### config.mk
export PLATFORM = sky130hd
export DESIGN_NAME = idma_ddr_rd_engine
export DESIGN_NICKNAME = d
export VERILOG_FILES = /design/src/rtl/idma_pkg.sv /design/src/rtl/idma_rd_strb_gen.sv /design/src/rtl/idma_ddr_rd_engine.sv
export SDC_FILE = /design/constraint.sdc
export NUM_CORES = 1
export LEC_CHECK = 0
export ABC_AREA = 1
export CAP_MARGIN = 20
export CELL_PAD_IN_SITES_DETAIL_PLACEMENT = 0
export CELL_PAD_IN_SITES_GLOBAL_PLACEMENT = 1
export CORE_MARGIN = 2
export CORE_UTILIZATION = 26
export DETAILED_ROUTE_END_ITERATION = 10
export PLACE_DENSITY = 0.74
export SLEW_MARGIN = 15
export SYNTH_ARGS = -nofsm -noshare
export SYNTH_HDL_FRONTEND = slang
export SYNTH_SLANG_ARGS = --single-unit
export TNS_END_PERCENT = 10
### constraint.sdc
create_clock -name clk -period 3.8 [get_ports clk]
set_clock_uncertainty 0.05 [all_clocks]
set_input_delay 1.14 -clock clk [delete_from_list [all_inputs] [get_ports clk]]
set_output_delay 1.14 -clock clk [all_outputs]
set_load 0.02 [all_outputs]
### src/rtl/idma_pkg.sv
// Shared types and AXI constants for the iDMA DDR read/write engines.
package idma_pkg;

    typedef enum logic [2:0] {
        IDLE,
        REQ,
        AR,
        R,
        DONE
    } rd_state_e;

    localparam logic [1:0] AXI_BURST_INCR = 2'b01;
    localparam logic [2:0] AXI_SIZE_16B   = 3'd4;
    localparam int         WORDS_PER_LINE = 4;

endpackage

### src/rtl/idma_rd_strb_gen.sv
// Byte-enable generator for one 128-bit line: masks words below the start
// offset on the first line and words past the final word on the last line.
module idma_rd_strb_gen
    import idma_pkg::*;
(
    input  logic        first,
    input  logic        last,
    input  logic [1:0]  off,
    input  logic [1:0]  last_word,
    output logic [15:0] strb
);

    always_comb begin
        strb = '0;
        for (int w = 0; w < WORDS_PER_LINE; w++) begin
            if ((!first || (2'(w) >= off)) && (!last || (2'(w) <= last_word)))
                strb[w*4 +: 4] = 4'hF;
        end
    end

endmodule

### src/rtl/idma_ddr_rd_engine.sv
// AXI4 read master: splits a {byte address, word count} command into 4KB-safe
// INCR bursts of 128-bit lines and streams them to the iDMA interface.
module idma_ddr_rd_engine
    import idma_pkg::*;
#(
    parameter int         DATA_WIDTH = 128,
    parameter int         STRB_WIDTH = DATA_WIDTH / 8,
    parameter int         ADDR_WIDTH = 32,
    parameter int         MAX_BURST  = 16,
    parameter logic [3:0] ID_VAL     = 4'h0
) (
    input  logic                  clk,
    input  logic                  rst,
    input  logic                  cmd_start,
    input  logic [ADDR_WIDTH-1:0] cmd_addr,
    input  logic [31:0]           cmd_num,
    output logic                  busy,
    output logic                  done,
    output logic                  err,
    output logic                  m_arvalid,
    input  logic                  m_arready,
    output logic [ADDR_WIDTH-1:0] m_araddr,
    output logic [7:0]            m_arlen,
    output logic [2:0]            m_arsize,
    output logic [1:0]            m_arburst,
    output logic [3:0]            m_arid,
    input  logic                  m_rvalid,
    output logic                  m_rready,
    input  logic [DATA_WIDTH-1:0] m_rdata,
    input  logic [1:0]            m_rresp,
    input  logic                  m_rlast,
    output logic                  dma_rd_req,
    output logic [ADDR_WIDTH-1:0] dma_rd_addr,
    output logic [31:0]           dma_rd_num,
    output logic                  dma_rd_data_valid,
    input  logic                  dma_rd_data_ready,
    output logic [DATA_WIDTH-1:0] dma_rd_data,
    output logic [STRB_WIDTH-1:0] dma_rd_strb
);

    rd_state_e state, state_nxt;

    logic [ADDR_WIDTH-5:0] cur_line;
    logic [ADDR_WIDTH-1:0] lines_left;
    logic [8:0]            beats_left;
    logic [8:0]            blen;
    logic [8:0]            room;
    logic [1:0]            off_q;
    logic [1:0]            last_word_q;
    logic                  first_line;
    logic                  last_line;
    logic [15:0]           line_strb;
    logic [ADDR_WIDTH-1:0] end_word;
    logic [ADDR_WIDTH-1:0] total_lines;
    logic                  beat_acc;
    logic                  last_beat;
    logic                  unused_rlast;

    // The beat counter decides burst boundaries; RLAST is not trusted.
    assign unused_rlast = m_rlast;

    assign end_word    = ADDR_WIDTH'(cmd_addr[3:2]) + ADDR_WIDTH'(cmd_num) - ADDR_WIDTH'(1);
    assign total_lines = (end_word >> 2) + ADDR_WIDTH'(1);

    assign beat_acc  = (state == R) && m_rvalid && dma_rd_data_ready;
    assign last_beat = beat_acc && (beats_left == 9'd1);
    assign last_line = (lines_left == ADDR_WIDTH'(1));

    // Lines remaining before the next 4KB boundary (16 lines per 256 B, 256 per 4KB).
    assign room = 9'd256 - {1'b0, cur_line[7:0]};

    always_comb begin
        blen = 9'(MAX_BURST);
        if (lines_left < ADDR_WIDTH'(blen))
            blen = lines_left[8:0];
        if (room < blen)
            blen = room;
    end

    idma_rd_strb_gen u_strb_gen (
        .first     (first_line),
        .last      (last_line),
        .off       (off_q),
        .last_word (last_word_q),
        .strb      (line_strb)
    );

    assign m_arsize  = AXI_SIZE_16B;
    assign m_arburst = AXI_BURST_INCR;
    assign m_arid    = ID_VAL;

    always_ff @(posedge clk) begin
        if (rst)
            state <= IDLE;
        else
            state <= state_nxt;
    end

    always_comb begin
        state_nxt         = state;
        busy              = 1'b0;
        done              = 1'b0;
        dma_rd_req        = 1'b0;
        m_arvalid         = 1'b0;
        m_araddr          = '0;
        m_arlen           = '0;
        m_rready          = 1'b0;
        dma_rd_data_valid = 1'b0;
        dma_rd_data       = '0;
        dma_rd_strb       = '0;
        case (state)
            IDLE: begin
                if (cmd_start)
                    state_nxt = (cmd_num == 32'd0) ? DONE : REQ;
            end
            REQ: begin
                busy       = 1'b1;
                dma_rd_req = 1'b1;
                state_nxt  = AR;
            end
            AR: begin
                busy      = 1'b1;
                m_arvalid = 1'b1;
                m_araddr  = {cur_line, 4'b0000};
                m_arlen   = 8'(blen - 9'd1);
                if (m_arready)
                    state_nxt = R;
            end
            R: begin
                busy              = 1'b1;
                m_rready          = dma_rd_data_ready;
                dma_rd_data_valid = m_rvalid;
                dma_rd_data       = m_rdata;
                dma_rd_strb       = line_strb;
                if (last_beat)
                    state_nxt = last_line ? DONE : AR;
            end
            DONE: begin
                done      = 1'b1;
                state_nxt = IDLE;
            end
            default: state_nxt = IDLE;
        endcase
    end

    always_ff @(posedge clk) begin
        if (rst) begin
            cur_line    <= '0;
            lines_left  <= '0;
            beats_left  <= '0;
            off_q       <= '0;
            last_word_q <= '0;
            first_line  <= 1'b0;
            err         <= 1'b0;
            dma_rd_addr <= '0;
            dma_rd_num  <= '0;
        end else begin
            if (state == IDLE && cmd_start) begin
                err <= 1'b0;
                if (cmd_num != 32'd0) begin
                    dma_rd_addr <= cmd_addr;
                    dma_rd_num  <= cmd_num;
                    cur_line    <= cmd_addr[ADDR_WIDTH-1:4];
                    lines_left  <= total_lines;
                    off_q       <= cmd_addr[3:2];
                    last_word_q <= end_word[1:0];
                    first_line  <= 1'b1;
                end
            end
            if (state == AR && m_arready)
                beats_left <= blen;
            if (beat_acc) begin
                lines_left <= lines_left - ADDR_WIDTH'(1);
                cur_line   <= cur_line + 1'b1;
                beats_left <= beats_left - 9'd1;
                first_line <= 1'b0;
                if (m_rresp != 2'b00)
                    err <= 1'b1;
            end
        end
    end

endmodule

* Yosys cells after proc, flatten, opt, wreduce, memory -nomap -nowiden
Index checks and enable logic that the tools add are counted.
Word-level totals: output and inout bits 264, bits in registers 142, word-level logic and storage cells 101
Operators by class: reduce and logical (&&, ||, !) cells 31, equal/unequal tests 9, muxes and demuxes 33, add/sub/neg operators 8, magnitude comparators 10
Operators by type and width (number):
- $mux W128 | 1
- $mux W32 | 4
- $mux W28 | 3
- $sub A32 B1 Y32 const B | 2
- $mux W9 | 4
- $add A2 B32 Y32 | 1
- $eq A32 B1 Y1 const B | 1
- $logic_not A32 Y1 | 1
- $lt A32 B5 Y1 const B | 1
- $reduce_bool A32 Y1 | 1
- $add A30 B1 Y31 const B | 1
- $add A28 B1 Y28 const B | 1
- $mux W16 | 1
- $mux W4 | 4
- $mux W3 | 5
- $pmux W3 S4 | 1
- $eq A9 B1 Y1 const B | 1
- $logic_and A1 B1 Y1 | 9
- $lt A9 B9 Y1 | 1
- $mux W1 | 9
- $sub A9 B1 Y9 const B | 1
- $sub A9 B8 Y9 const A | 1
- $logic_or A1 B1 Y1 | 8
- $mux W8 | 1
- other kinds (16) | 28

* Depth between registers and ports, before layout
depth in word-level cells 6, gate-level depth with buffers 24

* By module
Synthesis repeated with hierarchy kept, for this count alone.
Unflattened totals: cells, all modules 2140, area, all modules 12157.9 µm²
Modules (own cells, without submodules):
- idma_ddr_rd_engine | times used 1, area each 12015.3 µm², cells each 2116
- idma_rd_strb_gen | times used 1, area each 142.6 µm², cells each 24

* Worst setup path after synthesis
Ideal clock, no wire load.
path kind register -> output, from register cur_line[2], to output m_arlen[4], path slack -526 ps, arrival time 3136 ps, cell stages (with the launch flop) 22, cell sequence dfxtp_1 -> buf_2 -> nor3_1 -> nand4_1 -> nor2_1 -> xor2_1 -> inv_1 -> ha_1 -> nand2_1 -> inv_1 -> nand3_1 -> nor3_1 -> o21ai_2 -> nand2_2 -> buf_6 -> nand2_1 -> o21ai_1 -> ha_1 -> nand2_1 -> nor2_2 -> nand2_1 -> a21oi_1
On the way: longest elaborated chain between the ends 5
RTL lines:
- start: declaration | RTL line idma_ddr_rd_engine.sv:43 | logic [ADDR_WIDTH-5:0] cur_line;
- start signal: assignment | RTL line idma_ddr_rd_engine.sv:163 | cur_line <= cmd_addr[ADDR_WIDTH-1:4];
- start signal: assignment | RTL line idma_ddr_rd_engine.sv:174 | cur_line <= cur_line + 1'b1;
- $sub A9 B8 Y9 * | RTL line idma_ddr_rd_engine.sv:70 | assign room = 9'd256 - {1'b0, cur_line[7:0]};
- $lt A9 B9 Y1 | RTL line idma_ddr_rd_engine.sv:76 | if (room < blen)
- $mux W9 * | RTL line idma_ddr_rd_engine.sv:76
- $sub A8 B1 Y8 * | RTL line idma_ddr_rd_engine.sv:125 | m_arlen = 8'(blen - 9'd1);
- $mux W8 * | RTL line idma_ddr_rd_engine.sv:111 | case (state)
- end: declaration | RTL line idma_ddr_rd_engine.sv:23 | output logic [7:0] m_arlen,
Every way passes the cells marked *; elsewhere a longest branch is shown, timed or not.

* Worst setup path in the final report
from register cur_line[0], to output m_arlen[6]
The elaborated chain is that of the path after synthesis.

==> impl_metrics.py <==
metrics = {
    "synthesis": {
        "ys_ff_latch": 140,
        "synth-edff-count": 0,
        "synth_top_area_share_pct": 23.9,
        "synthCells": 2018,
        "synth_common_cells": "nand2_1, inv_1, nor2_1",
        "synth_cell_types": 54,
        "synthTopCellsByArea": "dfxtp_1, nand2_1, inv_1",
        "async_flop_share_pct": 0,
        "ys_seq_area_share_pct": 23.9,
        "synth_area_leader_cell": "dfxtp_1",
        "yosysWarnings": 0,
        "yosysMostFrequentCell": "nand2_1",
        "syn_avg_cell_area_um2": 5.82,
        "synth_ff_type": "dfxtp_1",
        "syn_area_mm2": 0.0117,
    },
    "detailed_routing": {
        "drt_first_iter_violations": 756,
        "ant_nets": 0,
        "drt_first_pass_iters": 5,
        "routed_wl_um": 60000,
        "vias": 15300,
        "vias_per_cell": 4.56,
        "wl_per_cell_um": 17.9,
        "drc_errors": 0,
    },
    "clock_network": {
        "clk_path_buf_depth": 2,
        "path_clk_slew_ns": 0.06,
        "cts_buffers": 17,
        "cts-root-buf": "clkbuf_16",
        "insertion_delay_ns": 0.46,
        "clkSinkCount": 140,
        "h-tree-depth": 4,
        "cts_tree": "yes",
        "hold_buffers": 0,
    },
    "min_path": {
        "hold_end": "dma_rd_addr[21]$_SDFFE_PP0P_",
        "worstHoldPathCells": 2,
        "min-delay-start": "dma_rd_addr[21]$_SDFFE_PP0P_",
        "hp-class": "flip-flop to flip-flop",
    },
    "cells_and_area": {
        "area_growth_pct": 75.7,
        "fin_cells": 3351,
        "layout.nets": 3002,
        "drive_gt1_share_pct": 22.0,
    },
    "worst_setup_path": {
        "worstRegToRegCells": 11,
        "critPathKind": "flip-flop to output pin",
        "required_ns": 2.61,
        "r2r_slack_ns": 0.79,
        "path_max_fanout": 8,
        "arrival_ns": 3.38,
        "reg2reg_from": "state[1]$_SDFFE_PP0P_",
        "cp-end-kind": "output pin",
        "cp-start-kind": "flip-flop",
        "worstReg2RegEnd": "err$_SDFF_PP0_",
    },
    "timing": {
        "fin_tns_setup_ns": -5.06,
        "fmax_mhz": 219,
        "slew_headroom_pct": 38.8,
        "layout_min_cycle_time_ns": 4.57,
        "rsz0062_at_grt": "yes",
        "period_share_pct": 120,
        "slew_violations": 0,
        "hold_viol_final": 0,
        "worst_pin_slew_ns": 0.909,
        "worst_slack_ns": -0.766,
        "setup_viol": 8,
    },
    "die": {
        "dieArea_mm2": 0.0469,
        "start_util_pct": 26.4,
        "core-area_mm2": 0.0444,
        "die_h_um": 216,
        "rows": 77,
        "num_io_pins": 465,
        "die_w_um": 216,
    },
    "pwr": {
        "p_per_area_mw_per_mm2": 524,
        "vdd_drop_max_mv": 0.315,
        "total_power_uw": 10800,
        "leakage_uw": 0.00987,
    },
    "placed_design": {
        "dp_hpwl_um": 50200,
        "preCtsSetupSlack_ns": -0.921,
        "routabilityCongestion": 0.893,
        "dp.cells": 3290,
        "io_buffer_count": 450,
    },
    "grt": {
        "grt_pass1_wl_um": 86600,
        "grt_max_degree": 78,
        "grt_use_total_pct": 24.5,
        "grt.overflow.total": 0,
        "antenna_found_initial": 12,
        "grt_pass1_vias": 14600,
    },
    "status": {
        "status": "finished with violations",
        "violations": "negative setup slack",
    },
    "run": {
        "max_cap_viol_count": 0,
    },
}
==> flip-flops by register name, summed over array words and instances, names as in the netlist, 2 cells and up <==
signal       cells
beats_left       9
dma_rd_num      32
last_word_q      2
lines_left      32
dma_rd_addr     32
state            3
cur_line        28
==> worst max-delay path: stages (launching register included) <==
cell and delay (ns):
dfxtp_4 0.37, nor3_4 0.18, nand4_1 0.14, nor2_1 0.15
xor2_1 0.20, inv_1 0.10, ha_4 0.26, nand2_2 0.05
inv_2 0.05, nand3_2 0.07, nor3_2 0.14, o21ai_2 0.09
nand2_4 0.14, nand2_4 0.06, o21ai_4 0.08, ha_2 0.22
nand2_2 0.08, nor2_4 0.10, buf_6 0.11, nand3_2 0.07
nand2_2 0.09, nor2_4 0.04, buf_6 0.13
==> cell usage in the layout, fill, tap and decap left out, types with 80 or more instances in the layout <==
master             n
clkdlybuf4s50_1  388
inv_1            356
nor2_1           297
dfxtp_1          134
nand3_1           80
nand2_1          373
o21ai_0          107
a21oi_1          129
buf_4            337
==> routing by layer <==
layer | GRT usage (%) | vias up | part of all wire (%) | routed length, um
li1 | - | 7757 | - | -
met1 | 29.4 | 7052 | 42 | 25500
met2 | 43.1 | 420 | 50 | 29800
met3 | 5.11 | 58 | 5.1 | 3090
met4 | 8.81 | 6 | 2.6 | 1580
met5 | 0 | - | 0.067 | 40
==> where the power goes <==
| part | internal, uW | switching [uW] |
|---|---|---|
| clock network | 1060 | 752 |
| logic | 3040 | 3850 |
| registers | 1840 | 260 |
| total | 5940 | 4860 |
==> logic make-up after synthesis <==
group | count (synthesis) | synth area share, %
other cells | 2 | 0.0640
xor+xnor | 34 | 2.54
flops | 140 | 23.9
fa+ha+maj | 64 | 6.88
buf+inv | 481 | 16.3
compound gates | 355 | 17.0
simple gates | 942 | 33.3
==> how the worst max path moves through the flow <==
stage	startpoint	end	slack (ns)
CTS	lines_left[31]$_SDFFE_PP0P_	m_arlen[7]	-0.87
global placement	lines_left[26]$_SDFFE_PP0P_	m_arlen[4]	-0.89
floorplan	cur_line[0]$_SDFFE_PP0P_	m_arlen[4]	-0.11
global route	cur_line[0]$_SDFFE_PP0P_	m_arlen[6]	-0.99
finish	cur_line[0]$_SDFFE_PP0P_	m_arlen[6]	-0.77
detailed placement	lines_left[26]$_SDFFE_PP0P_	m_arlen[4]	-0.92
==> metrics by stage <==
stage | hold slack [ns] | area (um^2) | util, %
2_1_floorplan | 0.400 | 11900 | -
3_3_place_gp | 0.400 | 19000 | 42.8
3_5_place_dp | 0.402 | 19000 | 42.8
4_1_cts | 0.412 | 19900 | 44.9
5_1_grt | 0.435 | 20600 | 46.4
6_report | 0.411 | 20600 | 46.4
==> final cells by class <==
type | count | area (um^2)
Antenna cell | 9 | 22.5
Clock buffer | 20 | 447
Clock inverter | 12 | 164
Fill cell | 4552 | 23800
Inverter | 389 | 1470
Multi-Input combinational cell | 1412 | 7890
Sequential cell | 140 | 2820
Tap cell | 592 | 741
Timing Repair Buffer | 777 | 7070
==> repair_timing <==
action / in CTS / in global routing
gates resized for setup: 88 / 167
setup buffers: 15 / 5
setup endpoints to repair: 44 / 110
pin swaps: 18 / 57
Note: power is estimated with default switching activity, not from simulation.
